$ cat config.mk
export PLATFORM = sky130hd
export DESIGN_NAME = instr_fetch_unit
export DESIGN_NICKNAME = d
export VERILOG_FILES = /design/src/rtl/rv_pkg.sv /design/src/rtl/next_pc_sel.sv /design/src/rtl/instr_fetch_unit.sv
export SDC_FILE = /design/constraint.sdc
export NUM_CORES = 1
export LEC_CHECK = 0
export CAP_MARGIN = 5
export CELL_PAD_IN_SITES_DETAIL_PLACEMENT = 1
export CELL_PAD_IN_SITES_GLOBAL_PLACEMENT = 2
export CORE_UTILIZATION = 26
export DETAILED_ROUTE_END_ITERATION = 7
export PLACE_DENSITY_LB_ADDON = 0.1
export SETUP_SLACK_MARGIN = 0.4
export SYNTH_ARGS = -nofsm -noshare
export SYNTH_HDL_FRONTEND = slang
export SYNTH_SLANG_ARGS = --single-unit
export TNS_END_PERCENT = 20
$ cat constraint.sdc
create_clock -name clk -period 4 [get_ports clk]
set_input_delay 0.8 -clock clk [delete_from_list [all_inputs] [get_ports clk]]
set_output_delay 0.8 -clock clk [all_outputs]
set_load 0.01 [all_outputs]
$ cat src/rtl/rv_pkg.sv
// Shared encodings for the fetch unit: PC source select, fault codes,
// FSM states and the reset instruction.
package rv_pkg;

    typedef enum logic [1:0] {
        PC_PLUS4  = 2'b00,
        PC_BRANCH = 2'b01,
        PC_ALU    = 2'b10,
        PC_RSVD   = 2'b11
    } pcsrc_e;

    typedef enum logic [1:0] {
        FC_NONE     = 2'b00,
        FC_MISALIGN = 2'b01,
        FC_TIMEOUT  = 2'b10,
        FC_BAD_SRC  = 2'b11
    } fault_e;

    typedef enum logic [1:0] {
        ST_IDLE  = 2'b00,
        ST_FETCH = 2'b01,
        ST_HOLD  = 2'b10,
        ST_FAULT = 2'b11
    } state_e;

    // addi x0,x0,0
    localparam logic [31:0] NOP_INSTR = 32'h0000_0013;

endpackage

$ cat src/rtl/next_pc_sel.sv
// Next-PC target mux with reserved-select and word-alignment checks.
// Pure combinational; all sums wrap modulo 2^XLEN.
module next_pc_sel
    import rv_pkg::*;
#(
    parameter int XLEN = 32
) (
    input  logic [XLEN-1:0] pc,
    input  logic [1:0]      pcsrc,
    input  logic [XLEN-1:0] imm_ext,
    input  logic [XLEN-1:0] alu_result,
    output logic [XLEN-1:0] target,
    output logic            misaligned,
    output logic            bad_src
);

    always_comb begin
        target  = pc;
        bad_src = 1'b0;
        case (pcsrc_e'(pcsrc))
            PC_PLUS4:  target = pc + XLEN'(4);
            PC_BRANCH: target = pc + imm_ext;
            // jalr clears bit 0 of the computed address
            PC_ALU:    target = alu_result & ~XLEN'(1);
            default:   bad_src = 1'b1;
        endcase
    end

    assign misaligned = (target[1:0] != 2'b00);

endmodule

$ cat src/rtl/instr_fetch_unit.sv
// PC holder and single-outstanding instruction fetcher over a req/ack port;
// exposes the captured instruction and its decoded fields until retire.
//
// state | meaning
// IDLE  | one cycle after reset release, no request
// FETCH | imem_req high at pc, waiting for ack (timeout watched)
// HOLD  | instruction captured, fields valid, waiting for retire
// FAULT | sticky error, no requests, left only by rst
module instr_fetch_unit
    import rv_pkg::*;
#(
    parameter int              XLEN     = 32,
    parameter logic [XLEN-1:0] RESET_PC = '0,
    parameter int              MAX_WAIT = 15
) (
    input  logic            clk,
    input  logic            rst,
    output logic            imem_req,
    output logic [XLEN-1:0] imem_addr,
    input  logic            imem_ack,
    input  logic [31:0]     imem_rdata,
    output logic            instr_valid,
    output logic [31:0]     instr,
    output logic [6:0]      opcode,
    output logic [2:0]      func3,
    output logic [6:0]      func7,
    output logic [4:0]      rs1,
    output logic [4:0]      rs2,
    output logic [4:0]      rd,
    output logic [XLEN-1:0] pc,
    output logic [XLEN-1:0] pc_plus4,
    input  logic [1:0]      PCSrc,
    input  logic [XLEN-1:0] imm_ext,
    input  logic [XLEN-1:0] alu_result,
    input  logic            retire,
    output logic            fault,
    output logic [1:0]      fault_code
);

    localparam int           CW       = (MAX_WAIT < 1) ? 1 : $clog2(MAX_WAIT + 1);
    localparam logic [CW-1:0] WAIT_LIM = CW'(MAX_WAIT);

    state_e          state_q, state_d;
    logic [XLEN-1:0] pc_q;
    logic [31:0]     instr_q;
    logic [1:0]      code_q;
    logic [CW-1:0]   wait_q;

    logic [XLEN-1:0] target;
    logic            misaligned;
    logic            bad_src;
    logic            retire_ok;
    logic            timeout;

    next_pc_sel #(.XLEN(XLEN)) u_next_pc_sel (
        .pc         (pc_q),
        .pcsrc      (PCSrc),
        .imm_ext    (imm_ext),
        .alu_result (alu_result),
        .target     (target),
        .misaligned (misaligned),
        .bad_src    (bad_src)
    );

    // An ack in the same cycle the counter reaches the limit still wins.
    assign timeout   = (state_q == ST_FETCH) && !imem_ack && (wait_q == WAIT_LIM);
    assign retire_ok = (state_q == ST_HOLD) && retire && !bad_src && !misaligned;

    always_ff @(posedge clk or posedge rst) begin
        if (rst) state_q <= ST_IDLE;
        else     state_q <= state_d;
    end

    always_comb begin
        state_d = state_q;
        case (state_q)
            ST_IDLE:  state_d = ST_FETCH;
            ST_FETCH: begin
                if (imem_ack)     state_d = ST_HOLD;
                else if (timeout) state_d = ST_FAULT;
            end
            ST_HOLD: begin
                if (retire) state_d = retire_ok ? ST_FETCH : ST_FAULT;
            end
            default:  state_d = ST_FAULT;
        endcase
    end

    always_comb begin
        imem_req    = (state_q == ST_FETCH);
        instr_valid = (state_q == ST_HOLD);
        fault       = (state_q == ST_FAULT);
    end

    always_ff @(posedge clk or posedge rst) begin
        if (rst) begin
            pc_q    <= RESET_PC;
            instr_q <= NOP_INSTR;
            code_q  <= FC_NONE;
            wait_q  <= '0;
        end else begin
            if (state_q == ST_FETCH && imem_ack)
                instr_q <= imem_rdata;
            if (retire_ok)
                pc_q <= target;
            // Counter is held at zero outside FETCH, so every FETCH entry starts clean.
            if (state_q == ST_FETCH && !imem_ack && wait_q != WAIT_LIM)
                wait_q <= wait_q + CW'(1);
            else if (state_q != ST_FETCH)
                wait_q <= '0;
            if (timeout)
                code_q <= FC_TIMEOUT;
            else if (state_q == ST_HOLD && retire && bad_src)
                code_q <= FC_BAD_SRC;
            else if (state_q == ST_HOLD && retire && misaligned)
                code_q <= FC_MISALIGN;
        end
    end

    assign imem_addr  = pc_q;
    assign pc         = pc_q;
    assign pc_plus4   = pc_q + XLEN'(4);
    assign instr      = instr_q;
    assign fault_code = code_q;

    assign opcode = instr_q[6:0];
    assign rd     = instr_q[11:7];
    assign func3  = instr_q[14:12];
    assign rs1    = instr_q[19:15];
    assign rs2    = instr_q[24:20];
    assign func7  = instr_q[31:25];

endmodule

==> results of run 1 <==
## state kept, by name (all words and copies together), names as in the netlist
signal	count
imem_addr	32
instr	32
wait_q	4
fault_code	2
state_q	2
## final timing paths
path | startpoint | end | slack [ns] | cells past startpoint
worst min register to register | fault_code[0]$_DFFE_PP0P_ | fault_code[0]$_DFFE_PP0P_ | 0.51 | 2
max in group asynchronous | rst | instr[4]$_DFFE_PP1P_ | 2.37 | 3
min in group asynchronous | rst | imem_addr[29]$_DFFE_PP0P_ | 0.78 | 2
worst min-delay path | fault_code[0]$_DFFE_PP0P_ | fault_code[0]$_DFFE_PP0P_ | 0.51 | 2
worst max-delay path | imem_addr[2]$_DFFE_PP0P_ | pc_plus4[26] | 0.40 | 8
worst max register to register | imem_addr[12]$_DFFE_PP0P_ | imem_addr[31]$_DFFE_PP0P_ | 0.95 | 9
## per-layer routing
| layer | track usage, % | part of all wire, % | vias up |
|---|---|---|---|
| li1 | - | - | 2828 |
| met1 | 26.91 | 48 | 2934 |
| met2 | 33.05 | 47 | 182 |
| met3 | 2.228 | 4.5 | 13 |
| met4 | 4.526 | 0.91 | 0 |
| met5 | 0 | 0 | - |
## what timing repair did
item / in CTS / in global routing
gates resized for setup: 3 / 5
hold endpoints to repair: 0 / 0
endpoints found under the setup margin: 4 / 19
pin swaps: 1 / 0
## power groups by stage
| stage | logic, W | clock network, W | registers (W) |
|---|---|---|---|
| after global placement | 0.000976 | 0 | 0.000895 |
| after detailed placement | 0.000984 | 0 | 0.000901 |
| after CTS | 0.000991 | 0.000949 | 0.000888 |
| after global routing | 0.00106 | 0.000981 | 0.000901 |
| final | 0.000980 | 0.000923 | 0.000887 |
| after floorplan | 0.000511 | 0 | 0.000904 |
## cell type report
cell class                 count  area (µm²)  share of cell area [%]
clock buffer                   9       225.2                   2.494
clock inverter                 7       105.1                   1.164
inverter                      16       61.31                  0.6790
multi-input combinational    501        3637                   40.28
sequential                    72        1814                   20.09
tap                          313       391.6                   4.337
timing repair buffer         284        2795                   30.95
## stage by stage
step                      cells  setup slack (ns)  area [µm²]
after floorplan             681             1.025        6095
after CTS                  1202            0.3446        9024
after global placement     1186            0.2008        8688
after global routing       1202            0.2873        9030
after detailed placement   1186            0.1796        8688
final                      1202            0.3959        9030
## critical path, cell delays in order (launching register included)
cell and delay, ns:
dfrtp_1 0.36, ha_2 0.26, and3_1 0.22, nand3_1 0.08, buf_4 0.21, nor3_2 0.32, and3_1 0.22, xor2_1 0.19
clkdlybuf4s50_1 0.57
## logic make-up (layout without fill, tap and decap cells)
kind of cell	Yosys count	after routing	share of synthesized area (%)
XOR/XNOR	52	52	7.473
AND/OR/NAND/NOR	195	195	16.81
AO/OA/AOI/OAI	163	163	18.15
buffers and inverters	108	316	10.78
adder cells (fa/ha/maj)	34	34	7.103
multiplexers	57	57	10.06
flip-flops	72	72	29.62
## cells in the final DEF, fill, tap and decap left out, drive strengths merged, types with 15 or more instances in the layout
master and n:
clkdlybuf4s50 265, dfrtp 69, nand2 49, o21ai 43, nor2 42, mux2 34, ha 33, xnor2 29
a21oi 28, xor2 23, mux2i 23, nand3 21, buf 19, inv 16, nor3 16, and3 15
==> results.txt, run 1 <==
Achievable Freq: 277.5 MHz
Part of the power in registers: 31.8%
Rel. slew slack: 55.97%
Core Rows: 55
# clock sinks: 72
Initial Util: 26.68%
Max Buffers Root-to-Sink: 2
Setup-failing EPs final: 0
Clock power share: 33.1%
Setup crit start kind: register
Core box area: 22850 µm²
Worst hold-check slack: 0.5058 ns
Die ar.: 24060 µm²
Initial antenna violation count: 1
Sw frac: 32.27%
Hold_buf cts: 0
Vias in the first global route: 6232
Syn Nets: 817
Final hold vios: 0
Most frequent cell after synthesis: dfrtp_1
CTS root buf: clkbuf_16
Remaining routing DRC violations: 0
DR vias/cell: 4.956
RePlAce Congestion: 0.8313
Detailed-placement wirelength estimate: 18.33 mm
Pin count of the biggest net entering global routing: 41
Share of layout cells above drive strength 1: 10.80%
Synth top cells by count: dfrtp_1 (69), buf_4 (66), nand2_1 (48)
GRT Total Usage: 19.67%
Peak supply drop: 0.1741 mV
Total grt overflow: 0
Ys async rst share: 100.0%
TNS Setup: 0 ns
Crit path max fanout: 8
Status: complete, no violations
P_int: 0.001890 W
CTS H-tree depth: 3
Max Cap Viol: 0
Fill cell count: 2639
ANT nets after route: 0
Post-layout nets: 1020
EDFF count, synth: 0
Hold Crit Class: register to register
Logic pwr share: 35.1%
Num CTS Buffers: 9
Yosys Warn Count: 0
Sequential area share after synthesis: 29.62%
Reg clk slew, reported paths: 0.06 ns
Cell taking the most area after synthesis: dfrtp_1
Yosys cell types: 70
Die Span Y: 155.1 µm
Switching Power: 0.0009007 W
Slew @ Worst Pin: 0.6589 ns
CP Capture Type: primary output
Area Overhead vs Synth: 48.16%
Die span in x: 155.1 µm
Yosys reg bits: 72
Syn avg cell area: 8.949 µm²
Fin crit period: 3.604 ns
Netlist Area Pre-Place: 6095 µm²
Fin. max-slew vios: 0
Final Cycle Share: 90.10%
1st-iter DRT viols: 231
Antenna diode count: 0
Via Count: 5957
Insertion delay to the later sink of the worst-skew pair: 0.35 ns
RSZ-0062 raised after global routing: yes
Routed wire length: 23.52 mm
First-pass GRT wire length: 36.42 mm
Pwr dens: 309.1 nW/µm²
Area fraction of the dominant cell type after synthesis: 28.33%
Worst Path Required: 3.20 ns
CTS tree: built
Leak: 3.810 nW
Ys flop type: dfrtp_1
Setup Skew: 0.01155 ns
Critical path type: register to primary output
Number of port buffers: 265
Initial DRT Pass Iterations: 4
WL/cell: 19.57 µm
CP arrival: 2.80 ns
Total Power: 0.002791 W
Post-CTS Setup Bufs: 0
Ports: 267
Mapped Cells: 681
Synth area leaders: dfrtp_1 (28%), buf_4 (8.1%), ha_1 (6.8%)
Final core occ: 39.52%
(Power assumes the default switching activity.)
==> run 2: changes to the inputs <==
- SLEW_MARGIN: unset -> 5
==> results of run 2 <==
The final DEF is identical to that of run 1; final timing and power are the same.
==> run 3: changes to the inputs <==
- CORE_UTILIZATION: 26 -> 28
- REMOVE_ABC_BUFFERS: unset -> 1
- SYNTH_HIERARCHICAL: unset -> 1
==> run 3 against run 2 <==
Net effect: non-clock buffer count grew 72; combinational power is essentially flat; sequential cell count is the same; worst setup slack lost 0.10 ns; synthesized cell count grew 5.3%; clock-buffer cell count is the same; register-to-register slack lost 0.35 ns; critical path type is now input pin to register; highest routed layer unchanged.
==> results.txt, run 3 <==
RePlAce Congestion: 0.8561
DR vias/cell: 4.980
Largest family of logic cells by synthesized area: multiplexers
Number of port buffers: 265
Critical path type: input pin to register
P_int: 0.001810 W
Num CTS Buffers: 9
Hold_buf cts: 0
Total Power: 0.002701 W
CP Capture Type: register
ANT nets after route: 0
Via Count: 6564
Area Overhead vs Synth: 53.39%
Routed wire length: 26.30 mm
Sequential area share after synthesis: 26.24%
Post-Synth Adder-Cell Area: 6.474%
Die span in x: 158.8 µm
Worst path top cell family by delay: compound AO/OA/AOI/OAI gates
Netlist Area Pre-Place: 6880 µm²
Status: complete, no violations
Logic pwr share: 37.4%
TNS Setup: 0 ns
Post-route cell area: 10550 µm²
Pwr dens: 255.9 nW/µm²
CTS root buf: clkbuf_16
Most frequent cells in the layout: clkdlybuf4s50_1 (255), buf_4 (90), dfrtp_1 (65)
Setup Skew: 0.01208 ns
CTS H-tree depth: 3
Max Cap Viol: 0
Synth Area in XOR/XNOR: 10.31%
Cell taking the most area after synthesis: dfrtp_1
Hold Crit Class: register to register
RSZ-0062 raised after global routing: yes
Yosys Warn Count: 6
EDFF count, synth: 0
Syn avg cell area: 9.596 µm²
Synth top cells by count: buf_4 (69), dfrtp_1 (69), mux2_2 (63)
Post-layout nets: 1130
Yosys reg bits: 72
Total grt overflow: 0
Clock power share: 30.5%
Switching Power: 0.0008909 W
Peak supply drop: 0.1857 mV
Synth area leaders: dfrtp_1 (25%), mux2_2 (10%), mux4_2 (7.9%)
Reg clk slew, reported paths: 0.07 ns
CP cell instances: clkdlybuf4s50_1, ha_1, buf_4, nand3_1, and2_1, a21oi_2, o2111ai_4, a21oi_2, o31a_1, o31ai_2, xnor2_1, mux4_2, mux2_2
Die Span Y: 158.8 µm
Slew @ Worst Pin: 0.5876 ns
Max Buffers Root-to-Sink: 2
Ys async rst share: 100.0%
1st-iter DRT viols: 196
Sequential cell area: 1810 µm²
Ports: 267
CP arrival: 3.94 ns
Pin count of the biggest net entering global routing: 34
# clock sinks: 72
Simple-gate share of the synthesized area: 16.08%
Initial antenna violation count: 1
Yosys cell types: 67
Sw frac: 32.98%
Initial DRT Pass Iterations: 4
Achievable Freq: 269.6 MHz
Die ar.: 25200 µm²
Area fraction of the dominant cell type after synthesis: 25.10%
Mapped Cells: 717
Worst path bufs/invs: 2
Core Rows: 56
Final Cycle Share: 92.73%
Mux contribution to synthesized area: 19.24%
Part of the power in registers: 32.1%
Placed Area: 9869 µm²
Worst Path Required: 4.23 ns
Commonest non-fill, non-tap cell in the layout: clkdlybuf4s50_1
Share of layout cells above drive strength 1: 25.45%
R2r setup slk: 0.60 ns
Vias in the first global route: 7094
GRT Total Usage: 20.92%
Crit path max fanout: 4
Final hold vios: 0
Fin. max-slew vios: 0
Slowest cell on the critical path: clkdlybuf4s50_1
Remaining routing DRC violations: 0
Core box area: 23750 µm²
Fill cell count: 2642
Footprint of the multi-input gates: 4644 µm²
First-pass GRT wire length: 41.43 mm
Cell mode on critical path: a21oi_2
Detailed-placement wirelength estimate: 20.61 mm
CTS tree: built
Leak: 4.573 nW
Initial Util: 28.97%
Compound-cell area share of the yosys netlist: 11.75%
Ys flop type: dfrtp_1
Crit-path max cell delay: 0.47 ns
WL/cell: 19.96 µm
Rel. slew slack: 60.83%
Setup-failing EPs final: 0
Fin crit period: 3.709 ns
Setup crit start kind: input pin
Insertion delay to the later sink of the worst-skew pair: 0.35 ns
-- run 3: cell types whose count changed after synthesis, sizes merged, moves of 6 or more --
cell	change
o21ai	-21
a31oi	-9
xnor2	+24
a21oi	+18
mux2i	-19
nand3	+16
o21a	-10
mux4	+24
mux2	+32
nand4	+6
o221ai	-14
-- run 3: worst reg2reg max path, stage by stage, from the launching register on --
cell      delay (ns)
dfrtp_1         0.47
ha_2            0.24
fa_2            0.37
a21oi_2         0.18
o22ai_2         0.12
o311a_1         0.35
a21oi_2         0.23
o41ai_4         0.15
buf_4           0.16
a221oi_1        0.30
o22ai_1         0.16
mux2_2          0.24
o21ai_0         0.06
mux2_2          0.26
-- run 3: layout make-up --
class / instances / share of cell area, %
multi-input combinational: 536 / 44.01
timing repair buffer: 356 / 31.67
sequential: 72 / 17.15
tap: 319 / 3.782
clock buffer: 9 / 2.134
inverter: 18 / 0.6520
clock inverter: 7 / 0.5809
antenna: 1 / 0.02371
-- run 3: worst paths after layout --
check | start | to | depth (start not counted)
min | fault_code[0]$_DFFE_PP0P_ | fault_code[0]$_DFFE_PP0P_ | 2
min in group asynchronous | rst | instr[29]$_DFFE_PP0P_ | 2
min reg2reg | fault_code[0]$_DFFE_PP0P_ | fault_code[0]$_DFFE_PP0P_ | 2
max reg2reg | imem_addr[0]$_DFFE_PP0P_ | imem_addr[28]$_DFFE_PP0P_ | 13
max | imm_ext[4] | imem_addr[19]$_DFFE_PP0P_ | 13
max in group asynchronous | rst | imem_addr[3]$_DFFE_PP0P_ | 3
-- run 3: logic make-up (layout without fill, tap and decap cells) --
group | Yosys count | after routing
AO/OA/AOI/OAI | 119 | 119
XOR/XNOR | 81 | 81
adder cells (fa/ha/maj) | 35 | 35
buffers and inverters | 109 | 390
flip-flops | 72 | 72
multiplexers | 94 | 94
other | 0 | 1
AND/OR/NAND/NOR | 207 | 207
-- run 3: repair_timing --
item | 4_1_cts | 5_1_grt
setup buffers | 4 | 13
pin swaps | 17 | 6
resized for setup | 33 | 19
setup endpoints to repair | 30 | 32
-- run 3: routing by layer --
layer / wire length, µm / part of all wire [%] / global-route usage (%) / vias up
li1: - / - / - / 3087
met1: 11330 / 43 / 25.77 / 3249
met2: 13240 / 50 / 36.98 / 208
met3: 1316 / 5.0 / 3.710 / 20
met4: 416 / 1.6 / 5.914 / 0
met5: 0 / 0 / 0 / -
-- run 3: stage by stage --
step                      setup slack, ns  hold WS (ns)  utilization, %  cells
final                              0.2910        0.5291           44.43   1318
after floorplan                    0.4059        0.4886               -    626
after global routing               0.2022        0.5479           44.43   1318
after global placement            -0.4082        0.5054           41.55   1284
after detailed placement          -0.4347        0.5214           41.55   1284
after CTS                          0.3124        0.5339           43.51   1304
-- run 3: power groups by stage --
stage | Sequential [W] | Combinational [W] | Clock, W
final | 0.000867 | 0.00101 | 0.000824
after global routing | 0.000879 | 0.00108 | 0.000877
after CTS | 0.000869 | 0.000994 | 0.000850
after detailed placement | 0.000881 | 0.000969 | 0
after global placement | 0.000875 | 0.000950 | 0
after floorplan | 0.000932 | 0.000351 | 0
